## src/rtl/instr_mem_loader_pkg.sv

```systemverilog
// instr_mem_loader_pkg: shared loader states and widths
package instr_mem_loader_pkg;
  localparam int ADDR_W = 12;
  localparam int INSTR_W = 19;
  localparam logic [7:0] RESERVED_MASK = 8'hF8;
  typedef enum logic [2:0] {IDLE, HDR0, HDR1, DATA, CSUM, DONE, ERR} state_t;
endpackage

```

## src/rtl/instr_mem_loader_word_packer.sv

```systemverilog
// word_packer: packs 3-byte little-endian groups (byte, accept in) into 19-bit words (word_valid, word, reserved_bad out)
module word_packer
  import instr_mem_loader_pkg::*;
(
  input  logic               clk,
  input  logic               rst,
  input  logic               clr,
  input  logic [7:0]         data,
  input  logic               accept,
  output logic               phase_end,
  output logic               word_valid,
  output logic [INSTR_W-1:0] word,
  output logic               reserved_bad
);
  logic [1:0] phase;
  logic [7:0] b0, b1;
  assign phase_end = phase == 2'd2;
  always_ff @(posedge clk) begin
    if (rst) begin
      phase <= '0;
      b0 <= '0;
      b1 <= '0;
      word <= '0;
      word_valid <= 1'b0;
      reserved_bad <= 1'b0;
    end else begin
      word_valid <= accept && phase_end;
      if (clr) phase <= '0;
      else if (accept) begin
        phase <= phase_end ? 2'd0 : phase + 2'd1;
        if (phase == 2'd0) b0 <= data;
        if (phase == 2'd1) b1 <= data;
        if (phase_end) begin
          word <= {data[2:0], b1, b0};
          reserved_bad <= |(data & RESERVED_MASK);
        end
      end
    end
  end
endmodule

```

## src/rtl/instr_mem_loader.sv

```systemverilog
// instr_mem_loader: loads a framed byte stream into instruction memory, holding the cpu and reporting done/error
module instr_mem_loader #(
  parameter int ADDR_W = 12,
  parameter int INSTR_W = 19,
  parameter logic [ADDR_W-1:0] BASE_ADDR = '0
) (
  input  logic               clk,
  input  logic               rst,
  input  logic               start,
  input  logic [7:0]         in_data,
  input  logic               in_valid,
  output logic               in_ready,
  output logic               imem_we,
  output logic [ADDR_W-1:0]  imem_addr,
  output logic [INSTR_W-1:0] imem_wdata,
  output logic               cpu_hold,
  output logic               done,
  output logic               error
);
  import instr_mem_loader_pkg::*;
  state_t state, state_nx;
  logic xfer, go, phase_end, reserved_bad, bad_word, bad_now, last_word;
  logic [11:0] cnt, wcnt;
  logic [7:0] csum;
  assign xfer = in_valid && in_ready;
  assign go = start && (state == IDLE || state == DONE || state == ERR);
  assign last_word = wcnt == cnt - 12'd1;
  assign bad_now = bad_word || (imem_we && reserved_bad);
  word_packer u_packer (
    .clk(clk),
    .rst(rst),
    .clr(go),
    .data(in_data),
    .accept(xfer && state == DATA),
    .phase_end(phase_end),
    .word_valid(imem_we),
    .word(imem_wdata),
    .reserved_bad(reserved_bad)
  );
  always_ff @(posedge clk) begin
    if (rst) state <= IDLE;
    else state <= state_nx;
  end
  always_comb begin
    state_nx = state;
    case (state)
      IDLE, DONE, ERR: state_nx = go ? HDR0 : state;
      HDR0: state_nx = xfer ? HDR1 : HDR0;
      HDR1: state_nx = !xfer ? HDR1 : ({in_data[3:0], cnt[7:0]} != 12'd0) ? DATA : CSUM;
      DATA: state_nx = (xfer && phase_end && last_word) ? CSUM : DATA;
      CSUM: state_nx = !xfer ? CSUM : (in_data == csum && !bad_now) ? DONE : ERR;
      default: state_nx = IDLE;
    endcase
  end
  always_comb begin
    in_ready = state == HDR0 || state == HDR1 || state == DATA || state == CSUM;
    cpu_hold = in_ready || imem_we;
    done = state == DONE;
    error = state == ERR;
  end
  always_ff @(posedge clk) begin
    if (rst) begin
      cnt <= '0;
      wcnt <= '0;
      csum <= '0;
      bad_word <= 1'b0;
      imem_addr <= '0;
    end else if (go) begin
      cnt <= '0;
      wcnt <= '0;
      csum <= '0;
      bad_word <= 1'b0;
      imem_addr <= BASE_ADDR;
    end else begin
      if (xfer && state != CSUM) csum <= csum ^ in_data;
      if (xfer && state == HDR0) cnt[7:0] <= in_data;
      if (xfer && state == HDR1) cnt[11:8] <= in_data[3:0];
      if (xfer && state == DATA && phase_end) wcnt <= wcnt + 12'd1;
      if (imem_we) imem_addr <= imem_addr + ADDR_W'(1);
      if (imem_we && reserved_bad) bad_word <= 1'b1;
    end
  end
endmodule
```

## config.mk

```make
export PLATFORM = sky130hd
export DESIGN_NAME = instr_mem_loader
export DESIGN_NICKNAME = d
export VERILOG_FILES = /design/src/rtl/instr_mem_loader_pkg.sv /design/src/rtl/instr_mem_loader_word_packer.sv /design/src/rtl/instr_mem_loader.sv
export SDC_FILE = /design/constraint.sdc
export NUM_CORES = 1
export LEC_CHECK = 0
export BUFFER_PORTS_ARGS = -buffer_cell sky130_fd_sc_hd__buf_2
export CAP_MARGIN = 0
export CORE_UTILIZATION = 25
export DETAILED_ROUTE_END_ITERATION = 6
export MAX_ROUTING_LAYER = met4
export PLACE_DENSITY = 0.46
export SYNTH_ARGS = -nofsm -noshare
export SYNTH_HDL_FRONTEND = slang
export SYNTH_HIERARCHICAL = 1
export SYNTH_SLANG_ARGS = --single-unit
```

## constraint.sdc

```tcl
create_clock -name clk -period 3.85 [get_ports clk]
set_input_delay 0.1925 -clock clk [delete_from_list [all_inputs] [get_ports clk]]
set_output_delay 0.1925 -clock clk [all_outputs]
set_load 0.1 [all_outputs]
```

# Yosys cells after proc, flatten, opt, wreduce, memory -nomap -nowiden
# Cells that the tools add are included.
[classes]
add_sub_neg = 4
n_eq_ne = 12
n_mux = 9
n_bitwise = 2
n_reduce_logical = 28
[ops]
columns = ["operator", "count"]
rows = [
  ["$add A12 B1 Y12 const B", 2],
  ["$pmux W3 S5", 1],
  ["$eq A12 B12 Y1", 1],
  ["$mux W3", 4],
  ["$reduce_bool A12 Y1", 1],
  ["$sub A12 B1 Y12 const B", 1],
  ["$logic_and A1 B1 Y1", 11],
  ["$eq A3 B3 Y1 const B", 3],
  ["$reduce_and A3 Y1", 3],
  ["$eq A8 B8 Y1", 1],
  ["$mux W2", 4],
  ["$xor A8 B8 Y8", 1],
  ["$logic_or A1 B1 Y1", 7],
  ["$eq A3 B2 Y1 const B", 2],
  ["$reduce_or A5 Y1", 1],
  ["$eq A3 B1 Y1 const B", 1],
  ["$logic_not A3 Y1", 1],
  ["$ne A3 B3 Y1 const B", 1],
  ["$reduce_or A3 Y1", 1],
  ["$add A2 B1 Y2 const B", 1],
  ["$eq A2 B1 Y1 const B", 1],
  ["$eq A2 B2 Y1 const B", 1],
  ["$logic_not A2 Y1", 1],
  ["$ne A2 B2 Y1 const B", 1],
  ["3 further kinds", 3],
]
[word_totals]
register_bits = 87
in_bits = 12
out_inout_bits = 36
word_cells = 68

# Depth between registers and ports, before layout
[depth]
depth_word = 9
ltp_mapped = 9
depth_no_buf = 8

# Hierarchy
# Netlist, hierarchy kept.
[by_module_without_submodules]
columns = ["mod", "n_inst", "cells_each", "area_per_inst_um2", "seq_area_each_um2"]
rows = [
  ["instr_mem_loader", 1, 312, 2570.0, 960.9],
  ["word_packer", 1, 166, 1452.6, 780.7],
]

# Worst setup path after synthesis
# Ideal clock, no wire load.
[synth_path]
path_type = "register to register"
start = "reg state[1]"
end = "reg state[0]"
setup_time_ns = 0.128
t_arrival_ns = 2.948
t_required_ns = 3.722
path_slack_ns = 0.773
path_stages_with_launch = 8
path_buffers = 1
period_less_slack_ns = 3.077
cell_sequence = "dfxtp_1 buf_2 nor2_1 xnor2_1 nand4_1 nor4_1 and3_1 o21ai_0"
[synth_between]
elab_chain_len = 9
word_cells_on_any_way = 23
cone_classes = "eq/ne: 7; mux: 5; reduce/logical: 11"
[synth_rtl]
columns = ["element", "line_no", "rtl"]
rows = [
  ["start, declared", "instr_mem_loader.sv:21", "state_t state, state_nx;"],
  ["start signal, assigned", "instr_mem_loader.sv:42", "else state <= state_nx;"],
  ["$eq A3 B1 Y1 or $eq A3 B2 Y1 (tied branches)", "instr_mem_loader.sv:56", "in_ready = state == HDR0 || state == HDR1 || state == DATA || state == CSUM;"],
  ["$logic_or A1 B1 Y1 (2 in a row)", "instr_mem_loader.sv:56", ""],
  ["$logic_or A1 B1 Y1 *", "instr_mem_loader.sv:56", ""],
  ["via in_ready", "instr_mem_loader.sv:12", "output logic in_ready,"],
  ["$logic_and A1 B1 Y1 *", "instr_mem_loader.sv:25", "assign xfer = in_valid && in_ready;"],
  ["$logic_and A1 B1 Y1 (2 in a row)", "instr_mem_loader.sv:50", "DATA: state_nx = (xfer && phase_end && last_word) ? CSUM : DATA;"],
  ["$mux W3", "instr_mem_loader.sv:50", ""],
  ["$pmux W3 S5 *", "instr_mem_loader.sv:46", "case (state)"],
]
# Mark *: on every way through the listed nets, which the timed path passes. The rest lies on a longest branch.
# A chain may end at the register's enable or synchronous reset.

# Worst setup path after layout
[layout_path]
start = "reg state[1]"
end = "reg imem_addr[8]"
[layout_between]
elab_chain_len = 5
word_cells_on_any_way = 7
cone_classes = "eq/ne: 2; reduce/logical: 5"
[layout_rtl]
columns = ["element", "line_no", "rtl"]
rows = [
  ["$eq A3 B3 Y1 or $logic_not A3 Y1 (tied branches)", "instr_mem_loader.sv:26", "assign go = start && (state == IDLE || state == DONE || state == ERR);"],
  ["$logic_or A1 B1 Y1", "instr_mem_loader.sv:26", ""],
  ["$logic_or A1 B1 Y1 *", "instr_mem_loader.sv:26", ""],
  ["$logic_and A1 B1 Y1 *", "instr_mem_loader.sv:26", ""],
  ["via go", "instr_mem_loader.sv:22", "logic xfer, go, phase_end, reserved_bad, bad_word, bad_now, last_word;"],
  ["$reduce_or A2 Y1 (no line) *", "-", ""],
  ["end signal, assigned", "instr_mem_loader.sv:79", "if (imem_we) imem_addr <= imem_addr + ADDR_W'(1);"],
  ["end, declared", "instr_mem_loader.sv:14", "output logic [ADDR_W-1:0] imem_addr,"],
]
# Marks and branches as above.

==> reports/results.ini <==
[timing]
max_freq_ghz = 0.4133
finalSetupViolations = 0
timing.final.hold_violations = 0
fin_setup_tns_ps = 0
min_period_ps = 2419
finClkSkew_ps = 6.055
max_slew.worst_pin.slew_ps = 1083
rsz0062_at_grt = no
relSlewSlack_pct = 27.61
post-route-period-util_pct = 62.84
finalMaxSlewViolations = 0

[placement]
dp_cells = 713
hpwl_um = 6635
portBuffers = 47
gp_congestion = 0.7916
placed_cell_area_sq_um = 4390

[clock_network]
cts_made_buffers = 9
clk_pin_slew_ps = 70
ctsResizeCount = 0
clock_latency_ps = 350
htree_levels = 3
clock_tree.buffer_depth = 2
cts_tree = built
cts_root_buf = clkbuf_16
cts_hold_buf = 0
cts_setup_buffers = 0
clock-sinks = 87

[global_routing]
antenna_found_initial = 1
grt_overflow = 0
grtUsageTotal_pct = 12.17
grt_first_pass_wirelength_um = 15140
grt_pass1_vias = 2947
grt_max_degree = 46

[floorplanning]
die_x_um = 128.9
die_h_um = 128.9
initial_core_util_pct = 25.51
ios = 48
core_sq_um = 15770
die-area_sq_um = 16600
rows = 46

[yosys]
synthAdderAreaFrac_pct = 0.9331
synth_nets = 493
synthTopCellsByArea = dfxtp_1 43%, nand2_1 8.5%, xor2_1 8.5%
yosysWarnings = 6
synth_top_family_by_area = simple AND/OR/NAND/NOR gates
synth.distinct_cells = 47
synthCells = 478
ys.flop_type = dfxtp_1
synth-async-reset-ratio_pct = 0
synth_compound_area_share_pct = 8.802
synthSimpleGateAreaFrac_pct = 26.78
synth-seq-cells = 87
yosysMostFrequentCell = nand2_1
yosysTopAreaCell = dfxtp_1
synth_edf_count = 0
yosysTopAreaCellShare_pct = 43.30
synthTopCellsByCount = 91 x nand2_1, 87 x dfxtp_1, 58 x nor2_1, 46 x a21oi_1, 39 x xor2_1
yosys.area_share.xor_xnor_pct = 11.98
syn_avg_cell_area_sq_um = 8.415
yosysSeqAreaShare_pct = 43.30
synth.cell_area_sq_um = 4023
muxShareOfSynthArea_pct = 4.230

[finish]
fin_nets = 523
syn_to_final_growth_pct = 16.24
fillers = 1708
postLayoutCoreUtil_pct = 29.65
finalNonFillerCells = 730
fin_area_sq_um = 4676
drive_gt1_share_pct = 14.04

[route]
vias = 3262
initialDrtViolationCount = 152
drtPass1Iterations = 4
wl_um = 9407
vias_per_cell = 4.468
route.detailed.drc = 0
routedWlPerCell_um = 12.89
postRouteAntennaNets = 0

[setup_path]
cp-start-kind = flop
required_ps = 4040
worstPathArrival_ps = 2610
worst-path-max-fanout = 45
crit_path_cell_trace = nand2b_1 > a21oi_1 > a21oi_1 > nor2_1 > or2_2 > nor2_1
cpMaxStageDelayCell = or2_2
cp-end-kind = flop
slowest_delay_ps = 790
path_class = reg -> reg

[min_path]
hp-class = in -> reg

[pwr]
peakVddDrop_uv = 227.5
cellPowerDensity_nw_per_um2 = 416.7
p_leak_nw = 1.739

[run]
cap_viol_max_count = 0

[outcome]
status = finished, final reports clean

==> path summary, 6_finish.rpt <==
kind / slack [ps] / cells past startpoint / end / from
max: 1430 / 6 / imem_addr[8]$_SDFFE_PP0P_ / state[1]$_SDFFE_PP0P_
min: 160 / 3 / u_packer/b0[7]$_SDFFE_PP0P_ / in_data[7]
max reg2reg: 1430 / 6 / imem_addr[8]$_SDFFE_PP0P_ / state[1]$_SDFFE_PP0P_
min reg2reg: 450 / 2 / u_packer/word[18]$_SDFFE_PP0P_ / u_packer/word[18]$_SDFFE_PP0P_
==> layout make-up <==
cell class | count | area (sq um) | area share, %
Clock buffer | 10 | 229.0 | 4.897
Clock inverter | 6 | 53.80 | 1.151
Antenna cell | 1 | 2.502 | 0.05352
Timing Repair Buffer | 47 | 235.2 | 5.031
Multi-Input combinational cell | 357 | 2121 | 45.36
Inverter | 6 | 22.52 | 0.4817
Sequential cell | 87 | 1742 | 37.25
Tap cell | 216 | 270.3 | 5.780
==> kinds of logic (layout without fill, tap and decap cells) <==
family | count (synthesis) | after routing
other cells | 0 | 1
simple gates | 219 | 219
fa+ha+maj | 3 | 3
buf+inv | 34 | 69
flops | 87 | 87
compound gates | 63 | 63
xor+xnor | 55 | 55
mux | 17 | 17
==> critical path, delay by kind of cell (launching register included) <==
kind	cells	cell delay, ps
and+or+nand+nor	4	1470
AOI/OAI and AO/OA	2	230
DFF	1	520
==> report_power, final <==
part	total [mW]	internal (mW)	leakage [nW]	switching, mW
sequential	0.927	0.911	0.702	0.0165
combinational	0.191	0.0605	0.903	0.131
clock	0.829	0.448	0.135	0.382
==> routing by layer <==
metal  wire [um]  track usage [%]
met1        4900            16.23
met2        4097            17.39
met3         334            3.493
met4          74            4.152
met5           0                -
==> cell usage in the layout, fill, tap and decap left out, types with 9 or more instances in the layout <==
cell	netlist	routed
xnor2_1	16	16
dfxtp_1	87	87
a21oi_1	46	46
xor2_1	39	39
nand4_1	12	12
clkbuf_16	0	9
and3_1	9	9
buf_2	11	47
mux2i_1	17	17
nor2_1	58	58
nand2_1	91	91
==> stage by stage <==
stage / hold WS [ps] / setup slack, ps / total power [mW]
after global routing: 158.9 / 1205 / 2.035
after detailed placement: 445.8 / 1433 / 1.140
after floorplan: 328.5 / 773.5 / 1.094
final: 157.0 / 1431 / 1.948
after CTS: 139.6 / 1440 / 1.979
after global placement: 441.8 / 1583 / 1.137
==> state kept, by name, summed over array words and instances, names as in the netlist <==
name,count
u_packer/b0,8
u_packer/reserved_bad,1
u_packer/word,19
imem_addr,12
state,3
u_packer/phase,2
u_packer/b1,8
csum,8
u_packer/word_valid,1
cnt,12
bad_word,1
wcnt,12
(Power assumes the default switching activity.)
